**src/rtl/bram_line_packer_if.sv**
```systemverilog
// Byte-stream and BRAM write-port signals for bram_line_packer.
// The master modport is the packer. The slave modport is the stream source and write-port side.
interface bram_line_packer_if #(
    parameter int IN_WIDTH   = 8,
    parameter int LINE_WIDTH = 512
);
    logic                  s_valid_i;
    logic [IN_WIDTH-1:0]   s_data_i;
    logic                  s_last_i;
    logic                  s_ready_o;
    logic                  wr_en_o;
    logic                  wr_valid_o;
    logic [LINE_WIDTH-1:0] wr_data_o;
    logic                  wr_finish_i;

    modport master (
        input  s_valid_i, s_data_i, s_last_i, wr_finish_i,
        output s_ready_o, wr_en_o, wr_valid_o, wr_data_o
    );

    modport slave (
        output s_valid_i, s_data_i, s_last_i, wr_finish_i,
        input  s_ready_o, wr_en_o, wr_valid_o, wr_data_o
    );
endinterface

```
**src/rtl/bram_line_packer.sv**
```systemverilog
// Packs a narrow valid/ready byte stream into LINE_WIDTH-bit lines and hands each line to the BRAM write port.
// A frame ends after LINE_COUNT lines, or earlier on s_last_i.
module bram_line_packer #(
    parameter int IN_WIDTH   = 8,
    parameter int LINE_WIDTH = 512,
    parameter int LINE_COUNT = 16
) (
    input  logic                              clk_i,
    input  logic                              rst_i,
    input  logic                              start_i,
    bram_line_packer_if.master                bus,
    output logic                              busy_o,
    output logic                              done_o,
    output logic [$clog2(LINE_COUNT+1)-1:0]   line_cnt_o
);
    localparam int BEATS = LINE_WIDTH / IN_WIDTH;
    localparam int BC_W  = (BEATS > 1) ? $clog2(BEATS) : 1;
    localparam int LC_W  = $clog2(LINE_COUNT + 1);
    localparam logic [BC_W-1:0] BEAT_LAST = BC_W'(BEATS - 1);
    localparam logic [LC_W-1:0] LINE_LAST = LC_W'(LINE_COUNT - 1);

    typedef enum logic [2:0] {IDLE, FILL, ISSUE, WAIT, DONE} state_t;

    state_t                state;
    logic [LINE_WIDTH-1:0] line_q;
    logic [BC_W-1:0]       beat_cnt;
    logic [LC_W-1:0]       line_cnt;
    logic                  last_seen;
    logic                  s_ready_q;
    logic                  wr_en_q;
    logic                  wr_valid_q;
    logic                  busy_q;
    logic                  done_q;
    logic                  accept;

    // s_ready_q is only ever set while in FILL, so it doubles as the state qualifier
    assign accept = bus.s_valid_i & s_ready_q;

    always_ff @(posedge clk_i or posedge rst_i) begin
        if (rst_i) begin
            state      <= IDLE;
            line_q     <= '0;
            beat_cnt   <= '0;
            line_cnt   <= '0;
            last_seen  <= 1'b0;
            s_ready_q  <= 1'b0;
            wr_en_q    <= 1'b0;
            wr_valid_q <= 1'b0;
            busy_q     <= 1'b0;
            done_q     <= 1'b0;
        end else begin
            case (state)
                IDLE: begin
                    if (start_i) begin
                        state     <= FILL;
                        line_q    <= '0;
                        beat_cnt  <= '0;
                        line_cnt  <= '0;
                        last_seen <= 1'b0;
                        s_ready_q <= 1'b1;
                        busy_q    <= 1'b1;
                    end
                end
                FILL: begin
                    if (accept) begin
                        line_q[int'(beat_cnt)*IN_WIDTH +: IN_WIDTH] <= bus.s_data_i;
                        if (beat_cnt == BEAT_LAST || bus.s_last_i) begin
                            state      <= ISSUE;
                            last_seen  <= bus.s_last_i;
                            s_ready_q  <= 1'b0;
                            wr_en_q    <= 1'b1;
                            wr_valid_q <= 1'b1;
                        end else begin
                            beat_cnt <= beat_cnt + 1'b1;
                        end
                    end
                end
                ISSUE: begin
                    wr_valid_q <= 1'b0;
                    state      <= WAIT;
                end
                WAIT: begin
                    if (bus.wr_finish_i) begin
                        line_cnt <= line_cnt + 1'b1;
                        wr_en_q  <= 1'b0;
                        if (last_seen || line_cnt == LINE_LAST) begin
                            state  <= DONE;
                            done_q <= 1'b1;
                        end else begin
                            // Clearing here leaves zeros in the unused slots of a short final line
                            state     <= FILL;
                            line_q    <= '0;
                            beat_cnt  <= '0;
                            s_ready_q <= 1'b1;
                        end
                    end
                end
                DONE: begin
                    done_q <= 1'b0;
                    busy_q <= 1'b0;
                    state  <= IDLE;
                end
                default: state <= IDLE;
            endcase
        end
    end

    assign bus.s_ready_o  = s_ready_q;
    assign bus.wr_en_o    = wr_en_q;
    assign bus.wr_valid_o = wr_valid_q;
    assign bus.wr_data_o  = line_q;
    assign busy_o         = busy_q;
    assign done_o         = done_q;
    assign line_cnt_o     = line_cnt;
endmodule

```
**src/flat_wrapper.sv**
```systemverilog
// flat-port wrapper written by rule: the top's interface ports become plain ports
module bram_line_packer_flat 
#(
    parameter int IN_WIDTH   = 8,
    parameter int LINE_WIDTH = 512,
    parameter int LINE_COUNT = 16
)
  (clk_i, rst_i, start_i, busy_o, done_o, line_cnt_o, bus_s_valid_i, bus_s_data_i, bus_s_last_i, bus_wr_finish_i, bus_s_ready_o, bus_wr_en_o, bus_wr_valid_o, bus_wr_data_o);
  bram_line_packer_if #(.IN_WIDTH(IN_WIDTH), .LINE_WIDTH(LINE_WIDTH)) bus_i ();
  input  logic clk_i;
  input  logic rst_i;
  input  logic start_i;
  output logic busy_o;
  output logic done_o;
  output logic [$clog2(LINE_COUNT+1)-1:0] line_cnt_o;
  input wire logic [$bits(bus_i.s_valid_i)-1:0] bus_s_valid_i;
  input wire logic [$bits(bus_i.s_data_i)-1:0] bus_s_data_i;
  input wire logic [$bits(bus_i.s_last_i)-1:0] bus_s_last_i;
  input wire logic [$bits(bus_i.wr_finish_i)-1:0] bus_wr_finish_i;
  output wire logic [$bits(bus_i.s_ready_o)-1:0] bus_s_ready_o;
  output wire logic [$bits(bus_i.wr_en_o)-1:0] bus_wr_en_o;
  output wire logic [$bits(bus_i.wr_valid_o)-1:0] bus_wr_valid_o;
  output wire logic [$bits(bus_i.wr_data_o)-1:0] bus_wr_data_o;
  assign bus_i.s_valid_i = bus_s_valid_i;
  assign bus_i.s_data_i = bus_s_data_i;
  assign bus_i.s_last_i = bus_s_last_i;
  assign bus_i.wr_finish_i = bus_wr_finish_i;
  assign bus_s_ready_o = bus_i.s_ready_o;
  assign bus_wr_en_o = bus_i.wr_en_o;
  assign bus_wr_valid_o = bus_i.wr_valid_o;
  assign bus_wr_data_o = bus_i.wr_data_o;
  bram_line_packer #(.IN_WIDTH(IN_WIDTH), .LINE_WIDTH(LINE_WIDTH), .LINE_COUNT(LINE_COUNT)) u_core (.clk_i(clk_i), .rst_i(rst_i), .start_i(start_i), .bus(bus_i), .busy_o(busy_o), .done_o(done_o), .line_cnt_o(line_cnt_o));
endmodule
```
**config.mk**
```make
export PLATFORM = sky130hd
export DESIGN_NAME = bram_line_packer_flat
export DESIGN_NICKNAME = d
export VERILOG_FILES = /design/src/rtl/bram_line_packer_if.sv /design/src/rtl/bram_line_packer.sv /design/src/flat_wrapper.sv
export SDC_FILE = /design/constraint.sdc
export NUM_CORES = 1
export LEC_CHECK = 0
export ABC_AREA = 1
export BUFFER_PORTS_ARGS = -buffer_cell sky130_fd_sc_hd__buf_2
export CELL_PAD_IN_SITES_DETAIL_PLACEMENT = 2
export CELL_PAD_IN_SITES_GLOBAL_PLACEMENT = 2
export CORE_UTILIZATION = 34
export CTS_CLUSTER_DIAMETER = 150
export DETAILED_ROUTE_END_ITERATION = 10
export PLACE_DENSITY = 0.9
export SKIP_CTS_REPAIR_TIMING = 1
export SLEW_MARGIN = 25
export SYNTH_ARGS = -nofsm -noshare
export SYNTH_HDL_FRONTEND = slang
export SYNTH_SLANG_ARGS = --single-unit
```
**constraint.sdc**
```tcl
create_clock -name clk_i -period 38.5 [get_ports clk_i]
set_input_delay 3.85 -clock clk_i [delete_from_list [all_inputs] [get_ports clk_i]]
set_output_delay 3.85 -clock clk_i [all_outputs]
set_load 0.02 [all_outputs]
```
==> flow_summary.toml <==
[outcome]
status = "finished clean"

[timing]
setup-tns-final_ps = 0
holdWs_ps = 491.7
setup_violations = 0
slew_headroom = 0.2605
hold_viol_final = 0
tightestPinTransition_ps = 1109
finalMaxSlewViolations = 0
worst_slack_ps = 30630
rsz0062_at_grt = "false"
min_period_ps = 7866
fin_worst_skew_ps = 18.52
finalCritPeriodShare = 0.2043
max_freq_ghz = 0.1271

[worst_hold_path]
hold_end = "u_core.bus.wr_data_o[52]$_DFFE_PP0P_"
hold_start = "u_core.bus.wr_data_o[52]$_DFFE_PP0P_"
holdPathStages = 2
hold_path_class = "reg -> reg"

[die]
boundaryPins = 536
chipWidth_um = 268.5
die_h_um = 268.5
start_util = 0.3443
core_area_um2 = 70150
num_rows = 97
dieArea_um2 = 72100

[logic_synthesis]
ys_warn_count = 0
yosysSeqAreaShare = 0.5512
ys_ff_latch = 532
synth_fp_nets = 2996
synth.distinct_cells = 31
postSynthCellCount = 2977
netlist_area_um2 = 24150
syn_area_per_cell_um2 = 8.112

[worst_setup_path]
cp_num_buf_inv = 4
reg2reg_depth = 13
arrival_ps = 8410
crit_path_end_kind = "register"
cp.required_ps = 39050
worstSetupPathType = "in -> reg"
startpoint_type = "primary input"
path_cells = "buf_2, nand2_1, nand2_2, nand2_1, nor2_2, nand2_4, clkinv_2, nand2_8, buf_4, buf_4, nand3_1, nand2_1"
path_common_cell = "nand2_1"
r2r_start = "u_core.state[2]$_DFFE_PP0P_"
r2r_slack_ps = 32730
crit_fanout = 99
slowest_delay_ps = 950
cpLargestDelayFamily = "buffers and inverters"
timing.rr.end = "u_core.bus.wr_data_o[442]$_DFFE_PP0P_"
cp.depth = 12
cpMaxStageDelayCell = "buf_4"

[pwr]
pwr-share-seq = 0.338
p_leak_nw = 16.80
pwr-share-clk = 0.349
power.density_nw_per_um2 = 57.54
peakVddDrop_v = 0.00004558
swShare = 0.4346
power_switching_mw = 0.7398
p_int_mw = 0.9624
combinationalPowerShare = 0.313

[detailed_routing]
dr_total_vias = 25210
drtAntennaViolNets = 0
post_drt_wl_per_cell_um = 28.02
postRouteWirelength_um = 123900
avgViaCountPerCell = 5.698
drc = 0
drt_iter0_markers = 2077
drtPass1Iterations = 5

[global_route]
grt.overflow.total = 0
grt_usage = 0.3385
grt_pass1_wl_um = 182400
antenna_found_initial = 4
grt_max_degree = 172
grt_pass1_vias = 27253

[place]
portBuffers = 535
hpwl_um = 85800
dp_slack_ps = 30260
dp.cells = 4311
placed_area_um2 = 27510
place_congestion = 0.8645

[clock_network]
htreeDepth = 2
cts-root-buf = "clkbuf_16"
cts_tree = "yes"
path_clk_slew_ps = 70
clockBufferDepth = 3
cts_made_buffers = 60
cts.sinks = 532
insertion_delay_ps = 620

[final_layout]
area_delta_synth_final_pct = 22.50
final_cell_mix = "870 x nand2_1, 782 x nand3_1, 535 x buf_2"
layout.area.seq_um2 = 13310
fin_area_um2 = 29580
fillers = 8011
layout-drive-gt1-share = 0.2127
multi_input_area_um2 = 9717
instances_no_fill = 4424
final_nets = 3455
final_common_cell = "nand2_1"

[job]
cap_violations = 0
-- tightest hold or removal path, cell delays in order, from the launching register on --
cell     delay [ps]
dfrtp_1         340
nand3_1          70
nand2_1          50
-- cell type report --
class / instances / area share
diodes: 1 / 0.00008458
repair buffers: 569 / 0.1016
well taps: 940 / 0.03975
multi-input cells: 2169 / 0.3284
flip-flops and latches: 532 / 0.4500
clock inverters: 25 / 0.007317
inverters: 104 / 0.01358
clock buffers: 84 / 0.05925
-- per-stage QoR --
stage                     total power [mW]    util
final                                1.702  0.4217
after global routing                 1.752  0.4217
after CTS                            1.687  0.4203
after detailed placement             1.092  0.3922
after global placement               1.083  0.3921
after floorplan                     0.9319       -
-- worst max path at each step --
stage,slack (ps),end,startpoint
detailed placement,30260,u_core.bus.wr_data_o[77]$_DFFE_PP0P_,bus_s_valid_i
global route,30420,u_core.bus.wr_data_o[442]$_DFFE_PP0P_,bus_s_valid_i
CTS,30750,u_core.bus.wr_data_o[442]$_DFFE_PP0P_,bus_s_valid_i
floorplan,19780,u_core.beat_cnt[0]$_DFFE_PP0P_,rst_i
global placement,30360,u_core.bus.wr_data_o[383]$_DFFE_PP0P_,bus_s_valid_i
finish,30630,u_core.bus.wr_data_o[442]$_DFFE_PP0P_,bus_s_valid_i
-- cells in the mapped netlist, drive strengths merged --
cell type    n  share of area
dfrtp      532           0.55
a22oi        1        0.00031
inv         99          0.015
o21ai       78          0.016
clkbuf      47         0.0073
xor2         3         0.0011
nor2       311          0.051
buf        125          0.026
nand2      885           0.14
a21boi       1        0.00031
clkinv       5        0.00078
a21oi        8         0.0017
o31ai        2        0.00062
nand3      784           0.16
nand4       64          0.017
ha           5         0.0026
nor3        15         0.0042
o22ai        3        0.00078
nor4         9         0.0023
-- routing by layer --
| layer | part of all wire | global-route usage |
|---|---|---|
| met5 | 0.00044 | 0 |
| met4 | 0.052 | 0.1588 |
| met3 | 0.060 | 0.05744 |
| met2 | 0.48 | 0.5612 |
| met1 | 0.41 | 0.4300 |
-- cells by family after synthesis --
family	Yosys count	share of synthesized area
flip-flops	532	0.5512
AND/OR/NAND/NOR	2068	0.3761
buffers and inverters	276	0.04917
AO/OA/AOI/OAI	93	0.01984
XOR/XNOR	3	0.001088
adder cells (fa/ha/maj)	5	0.002590
-- sequential cells by signal, indices dropped and copies added (netlist names) --
name	cells
u_core.beat_cnt	6
u_core.done_o	1
u_core.state	3
u_core.bus.wr_data_o	512
u_core.busy_o	1
u_core.last_seen	1
u_core.bus.wr_valid_o	1
u_core.bus.wr_en_o	1
u_core.bus.s_ready_o	1
u_core.line_cnt_o	5
-- power groups by stage --
stage / Sequential [mW] / Combinational, mW / Clock [mW]
6_report: 0.575 / 0.533 / 0.594
2_1_floorplan: 0.590 / 0.342 / 0
3_3_place_gp: 0.584 / 0.500 / 0
5_1_grt: 0.575 / 0.558 / 0.619
4_1_cts: 0.575 / 0.515 / 0.597
3_5_place_dp: 0.584 / 0.508 / 0
Power figures use the tool's default switching activity.
